$ cat config.mk
export PLATFORM = sky130hd
export DESIGN_NAME = alu_muldiv_unit
export DESIGN_NICKNAME = d
export VERILOG_FILES = /design/src/rtl/alu_muldiv_unit.sv
export SDC_FILE = /design/constraint.sdc
export NUM_CORES = 1
export LEC_CHECK = 0
export BUFFER_PORTS_ARGS = -buffer_cell sky130_fd_sc_hd__buf_2
export CAP_MARGIN = 40
export CORE_AREA = 2 2 185 259
export CTS_CLUSTER_DIAMETER = 80
export DETAILED_ROUTE_END_ITERATION = 8
export DIE_AREA = 0 0 187 261
export HOLD_SLACK_MARGIN = 0.06
export SLEW_MARGIN = 20
export SYNTH_ARGS = -nofsm -noshare
export SYNTH_HDL_FRONTEND = slang
export SYNTH_SLANG_ARGS = --single-unit
$ cat constraint.sdc
create_clock -name clk -period 6.46 [get_ports clk]
set_input_delay 0.646 -clock clk [delete_from_list [all_inputs] [get_ports clk]]
set_output_delay 0.646 -clock clk [all_outputs]
set_load 0.02 [all_outputs]
$ cat src/rtl/alu_muldiv_unit.sv
// Sequential ALU stage: single-cycle logic/arith ops plus 32-step MULTU/DIVU into HI/LO.
// Optional feature macro: MULDIV_DIV_EN enables the restoring divider datapath for DIVU.
module alu_muldiv_unit #(
   parameter int WIDTH = 32
) (
   input  logic             clk,
   input  logic             rst,
   input  logic             start,
   input  logic [3:0]       op,
   input  logic [WIDTH-1:0] a,
   input  logic [WIDTH-1:0] b,
   output logic [WIDTH-1:0] result,
   output logic             zero,
   output logic             busy,
   output logic             done,
   output logic [WIDTH-1:0] hi,
   output logic [WIDTH-1:0] lo
);

   localparam int CW = $clog2(WIDTH) + 1;
   localparam int SW = $clog2(WIDTH);

   typedef enum logic [1:0] {
      S_IDLE = 2'd0,
      S_MUL  = 2'd1,
      S_DIV  = 2'd2,
      S_DONE = 2'd3
   } state_t;

   state_t           r_state;
   state_t           w_next_state;
   logic [CW-1:0]    r_cnt;
   logic [WIDTH:0]   r_acc;
   logic [WIDTH-1:0] r_mq;
   logic [WIDTH-1:0] r_opb;
   logic [WIDTH-1:0] r_result;
   logic             r_zero;
   logic             r_busy;
   logic             r_done;
   logic [WIDTH-1:0] r_hi;
   logic [WIDTH-1:0] r_lo;

   logic [WIDTH-1:0] w_alu;
   logic [SW-1:0]    w_sh;
   logic [WIDTH:0]   w_mul_sum;
   logic [WIDTH:0]   w_mul_acc;
   logic [WIDTH-1:0] w_mul_mq;
   logic [WIDTH:0]   w_step_acc;
   logic [WIDTH-1:0] w_step_mq;
`ifdef MULDIV_DIV_EN
   logic [WIDTH:0]   w_div_shift;
   logic [WIDTH:0]   w_div_diff;
`endif

   assign w_sh = b[SW-1:0];

   // Single-cycle result; MULTU/DIVU codes never reach here, disabled DIVU yields zero
   always_comb begin
      w_alu = {WIDTH{1'b0}};
      case (op)
         4'd0:    w_alu = a & b;
         4'd1:    w_alu = a | b;
         4'd2:    w_alu = a + b;
         4'd3:    w_alu = a - b;
         4'd4:    w_alu = {{(WIDTH-1){1'b0}}, ($signed(a) < $signed(b))};
         4'd5:    w_alu = ~(a | b);
         4'd6:    w_alu = a ^ b;
         4'd7:    w_alu = a << w_sh;
         4'd10:   w_alu = r_hi;
         4'd11:   w_alu = r_lo;
         default: w_alu = {WIDTH{1'b0}};
      endcase
   end

   // One iteration step: {acc,mq} shift-add for multiply, restoring subtract for divide
   always_comb begin
      w_mul_sum  = r_mq[0] ? (r_acc + {1'b0, r_opb}) : r_acc;
      w_mul_acc  = {1'b0, w_mul_sum[WIDTH:1]};
      w_mul_mq   = {w_mul_sum[0], r_mq[WIDTH-1:1]};
      w_step_acc = w_mul_acc;
      w_step_mq  = w_mul_mq;
`ifdef MULDIV_DIV_EN
      w_div_shift = {r_acc[WIDTH-1:0], r_mq[WIDTH-1]};
      w_div_diff  = w_div_shift - {1'b0, r_opb};
      if (r_state == S_DIV) begin
         // A clear borrow bit means the trial subtraction fits; b == 0 always fits
         if (!w_div_diff[WIDTH]) begin
            w_step_acc = w_div_diff;
            w_step_mq  = {r_mq[WIDTH-2:0], 1'b1};
         end else begin
            w_step_acc = w_div_shift;
            w_step_mq  = {r_mq[WIDTH-2:0], 1'b0};
         end
      end else begin
         w_step_acc = w_mul_acc;
         w_step_mq  = w_mul_mq;
      end
`endif
   end

   // Next-state decode
   always_comb begin
      w_next_state = r_state;
      case (r_state)
         S_IDLE: begin
            if (start) begin
               if (op == 4'd8) begin
                  w_next_state = S_MUL;
`ifdef MULDIV_DIV_EN
               end else if (op == 4'd9) begin
                  w_next_state = S_DIV;
`endif
               end else begin
                  w_next_state = S_DONE;
               end
            end else begin
               w_next_state = S_IDLE;
            end
         end
         S_MUL: begin
            if (r_cnt == CW'(1)) begin
               w_next_state = S_DONE;
            end else begin
               w_next_state = S_MUL;
            end
         end
`ifdef MULDIV_DIV_EN
         S_DIV: begin
            if (r_cnt == CW'(1)) begin
               w_next_state = S_DONE;
            end else begin
               w_next_state = S_DIV;
            end
         end
`endif
         S_DONE:  w_next_state = S_IDLE;
         default: w_next_state = S_IDLE;
      endcase
   end

   // State register with registered busy/done decoded from the next state
   always_ff @(posedge clk or negedge rst) begin
      if (!rst) begin
         r_state <= S_IDLE;
         r_busy  <= 1'b0;
         r_done  <= 1'b0;
      end else begin
         r_state <= w_next_state;
         r_busy  <= (w_next_state == S_MUL) || (w_next_state == S_DIV);
         r_done  <= (w_next_state == S_DONE);
      end
   end

   // Datapath: operand capture, iteration registers, HI/LO and result
   always_ff @(posedge clk or negedge rst) begin
      if (!rst) begin
         r_cnt    <= {CW{1'b0}};
         r_acc    <= {(WIDTH+1){1'b0}};
         r_mq     <= {WIDTH{1'b0}};
         r_opb    <= {WIDTH{1'b0}};
         r_result <= {WIDTH{1'b0}};
         r_zero   <= 1'b0;
         r_hi     <= {WIDTH{1'b0}};
         r_lo     <= {WIDTH{1'b0}};
      end else begin
         case (r_state)
            S_IDLE: begin
               if (start) begin
                  if (w_next_state == S_DONE) begin
                     r_result <= w_alu;
                     r_zero   <= (w_alu == {WIDTH{1'b0}});
                  end else begin
                     r_acc <= {(WIDTH+1){1'b0}};
                     r_mq  <= a;
                     r_opb <= b;
                     r_cnt <= CW'(WIDTH);
                  end
               end
            end
            S_MUL, S_DIV: begin
               r_acc <= w_step_acc;
               r_mq  <= w_step_mq;
               r_cnt <= r_cnt - CW'(1);
               if (r_cnt == CW'(1)) begin
                  r_hi     <= w_step_acc[WIDTH-1:0];
                  r_lo     <= w_step_mq;
                  r_result <= w_step_mq;
                  r_zero   <= (w_step_mq == {WIDTH{1'b0}});
               end
            end
            default: begin
            end
         endcase
      end
   end

   assign result = r_result;
   assign zero   = r_zero;
   assign busy   = r_busy;
   assign done   = r_done;
   assign hi     = r_hi;
   assign lo     = r_lo;

endmodule

# --- After elaboration in Yosys (flattened, before gate mapping) ---
# Cells that the tools add are included.
totals:
  ff_bits: 204
  output_inout_bits: 99
op_classes:
  n_addsub: 4
  magnitude_cmp: 1
  eq_ne: 20
  shifts: 1
  n_mux: 23
  n_bitwise: 5
  reduce_logical: 11
op_table:
  columns: ["cell", "count"]
  rows:
  - ["32-bit one-hot mux with 10 select lines", 1]
  - ["32-bit 2-to-1 mux", 5]
  - ["32-bit one-hot mux with 2 select lines", 2]
  - ["33-bit 2-to-1 mux", 3]
  - ["33-bit one-hot mux with 2 select lines", 1]
  - ["32-bit zero test", 2]
  - ["33-bit by 32-bit adder with 33-bit output", 1]
  - ["32-bit adder", 1]
  - ["32-bit bitwise AND", 1]
  - ["32-bit < comparator", 1]
  - ["32-bit inverter", 1]
  - ["32-bit OR", 1]
  - ["32-bit by 5-bit left shift with 32-bit output", 1]
  - ["32-bit subtractor", 1]
  - ["32-bit XOR", 1]
  - ["4-bit by 3-bit equality test with 1-bit output (second input constant)", 4]
  - ["4-bit equality test (second input constant)", 3]
  - ["6-bit 2-to-1 mux", 2]
  - ["6-bit one-hot mux with 2 select lines", 1]
  - ["4-bit by 2-bit equality test with 1-bit output (second input constant)", 2]
  - ["2-bit != test (second input constant)", 4]
  - ["2-bit equality test (second input constant)", 3]
  - ["6-bit by 1-bit equality test with 1-bit output (second input constant)", 1]
  - ["2-bit 2-to-1 mux", 3]
  - ["other kinds (15)", 19]

# --- Longest topological paths before layout ---
logic_depth:
  depth_word: 8
  mapped_depth: 18
  depth_no_buf: 15

# --- Least setup slack after synthesis ---
# OpenSTA, ideal clock, no wires.
synth_timing:
  path_kind: "input -> register"
  start: "input b[2]"
  end: "register r_zero, in the netlist zero"
  arrival_time_ns: 4.554
  required_ns: 6.383
  setup_slack_ns: 1.829
  stages: 17
  path_cell_list: "clkbuf_1 > inv_1 > clkbuf_1 > clkbuf_1 > ha_1 > buf_2 > nor2b_1 > o211a_1 > o21ai_1 > xnor2_1 > a221o_1 > or4_1 > nor4_1 > and4_1 > nand4_1 > or4_1 > o21ai_1"
synth_via:
  elab_chain_cells: 7
  word_cells_on_any_way: 13
  classes_between: "add/sub: 2; order compare: 1; shift: 1; mux: 4; bitwise: 4; reduce/logical: 1"
synth_rtl:
  columns: ["element", "line", "text"]
  rows:
  - ["start, declared", "11", "input logic [WIDTH-1:0] b,"]
  - ["parallel branches: the longest is 2 deep, another holds 32-bit subtractor", null, null]
  - ["32-bit one-hot mux with 10 select lines (*)", "60", "case (op)"]
  - ["32-bit zero test (*)", "171", "r_zero <= (w_alu == {WIDTH{1'b0}});"]
  - ["1-bit 2-to-1 mux (*)", "169", "if (w_next_state == S_DONE) begin"]
  - ["1-bit 2-to-1 mux (*)", "168", "if (start) begin"]
  - ["1-bit one-hot mux with 2 select lines (*)", "166", "case (r_state)"]
  - ["end signal, assigned", "171", null]
  - ["end signal, assigned", "188", "r_zero <= (w_step_mq == {WIDTH{1'b0}});"]
  - ["end, declared", "37", "logic r_zero;"]
# Mark *: on every way between the ends. The select of a mux whose other input is x is not followed.
# A chain may end at the register's enable or synchronous reset.

# --- Final worst setup path ---
layout_timing:
  start: "input b[0]"
  end: "register r_zero, in the netlist zero"
# Same word-level chain as after synthesis.

==> results.tsv <==
metric	value	unit
status	complete, no violations	
Core Box Area	46700	µm²
final net count	2564	
Crit Path Class	input pin to flop	
CP max FO	23	
DIE AREA	48800	µm²
CTS tree	done	
vias	18737	
worst vdd ir	0.260	mV
final core utilization	0.440	
I/O Buffers	169	
RSZ-0062 raised after global routing	no	
IO Pins	170	
All-Layer GR Usage	0.329	
Initial Util	0.393	
Setup Viol. Count Final	0	
CTS Sinks	203	
Clock Tree Root	clkbuf_16	
first-pass GRT wire length	121000	µm
PostCTS Resize Cnt	0	
Reg area	5080	µm²
Initial DRC Count	1820	
clock skew	0.0112	ns
Mapped Area	18400	µm²
Final GP Congestion	1.08	
latest clock arrival within the worst-skew pair	0.54	ns
CP peak stage delay	0.54	ns
post-synth top area share	0.277	
DR WL/cell	27.7	µm
Synth async-reset ratio	1.00	
top cells by area, synth	dfrtp_1 (28%), ha_1 (10%), o21ai_0 (6.2%)	
cell at the slowest stage of the critical path	or4_1	
post-route cell area	20600	µm²
Worst Path Buf+Inv	2	
H-tree levels	1	
Worst Slack Setup Final	1.66	ns
Worst Setup Start Kind	input pin	
Commonest cells post-synth	nand2_1 (274), o21ai_0 (228), dfrtp_1 (203)	
most common cell in the netlist	nand2_1	
Netlist cell types	91	
row cnt	94	
# diodes	0	
relative slew slack	0.389	
ys flop type	dfrtp_1	
Leakage	9.57	nW
Yosys top cell by area	dfrtp_1	
Post-Syn Nets	2467	
Syn Inst Count	2247	
setup bufs post-CTS	0	
# placed instances	2938	
Final Max Tran Viols	0	
Post-synth EDFFs	0	
Tcrit/Tclk final	0.742	
clock slew at reported path FFs	0.06	ns
largest net degree at the start of global routing	87	
Setup Slack @ Placement	1.10	ns
Mapped Avg Cell Area	8.17	µm²
Hold WC Path Type	input pin to asynchronous set/reset pin	
vias in the first global route	18178	
antenna-violating nets left	0	
Non-Filler Instances	2984	
total negative setup slack	0	ns
Die H	261	µm
post-layout min period	4.80	ns
area grow syn2layout	12.0	%
Filler Cells Inserted	4842	
Clock Tree Buf Depth	3	
Ys Warns	0	
antenna violations before repair	2	
Num CTS Buffers	23	
multi-input logic area	12200	µm²
Routed WL	82700	µm
Yosys reg bits	203	
max cap viols	0	
share of cells above drive strength 1	0.150	
Die Wd	187	µm
hpwl dp	65100	µm
Req. time, crit path	6.92	ns
Power Dens Cells	411	nW/µm²
DRC	0	
CP cell instances	buf_2, ha_1, inv_1, fa_1, nor2b_1, o21ai_0, a2111oi_0, o31a_1, o21ai_1, o21ai_0, or3b_2, o22ai_1, and4_1, nand4_1, or4_1, o21ai_1	
# hold bufs at CTS	0	
cell class contributing the biggest share of worst-path delay	compound AO/OA/AOI/OAI gates	
critical path endpoint category	flop	
drt first pass iters	7	
Final Hold Fails	0	
sequential fraction of the synthesis area	0.277	
gr ovfl total	0	
Via density	6.28	
worst-margin pin slew	0.915	ns
dpl cell area	19800	µm²
Crit path arrival time	5.26	ns
Max Freq	0.209	GHz
==> flip-flops by register name, indices dropped and copies added, names as in the netlist, 2 cells and up <==
register and count:
r_state 2, lo 32, r_cnt 6, r_acc 32, r_opb 32, r_mq 32, hi 32, result 32
==> per-layer routing <==
metal / GRT usage / part of all wire / wire, µm
met1: 0.416 / 0.40 / 33300
met3: 0.0429 / 0.067 / 5580
met4: 0.188 / 0.067 / 5540
met5: 0 / 0 / 0
met2: 0.545 / 0.46 / 38200
==> kinds of logic after synthesis <==
logic type	synth area share
compound gates	0.260
mux	0.103
flops	0.277
simple gates	0.161
xor+xnor	0.0382
fa+ha+maj	0.103
buf+inv	0.0584
==> area by class of cell <==
cell class / instances / area share
multi-input combinational: 1776 / 0.595
sequential: 203 / 0.247
timing repair buffer: 223 / 0.0615
tap: 624 / 0.0380
clock buffer: 30 / 0.0322
inverter: 117 / 0.0214
clock inverter: 11 / 0.00511
==> power breakdown <==
group	internal, mW	switching (mW)
clock	0.765	0.574
combinational	1.63	2.96
sequential	1.85	0.662
total	4.25	4.20
==> layout by cell type (no fill, tap or decap), drive strengths merged, types with 45 or more instances in the layout <==
cell type and instances:
a21oi 170, nand2 274, ha 146, o22ai 45, nor2 129, nor3 47
o21ai 240, inv 116, mux2 50, dfrtp 203, mux2i 86, xnor2 55
buf 221
==> per-stage QoR <==
stage               hold WS (ns)  total power, mW
floorplan                  0.350             5.39
global placement           0.461             6.99
detailed placement         0.467             7.07
CTS                        0.136             8.43
global route               0.172             9.01
finish                     0.112             8.45
==> worst paths after layout <==
check	start	end	slack, ns	depth (start not counted)
max in group asynchronous	rst	lo[30]$_DFFE_PN0P_	5.13	2
min in group clk	b[5]	r_opb[5]$_DFFE_PN0P_	0.44	3
setup reg to reg	r_cnt[1]$_DFFE_PN0P_	zero$_DFFE_PN0P_	2.23	16
setup / recovery	b[0]	zero$_DFFE_PN0P_	1.66	16
hold / removal	rst	hi[7]$_DFFE_PN0P_	0.11	1
hold reg to reg	result[31]$_DFFE_PN0P_	result[31]$_DFFE_PN0P_	0.48	2
(Power assumes the default switching activity.)
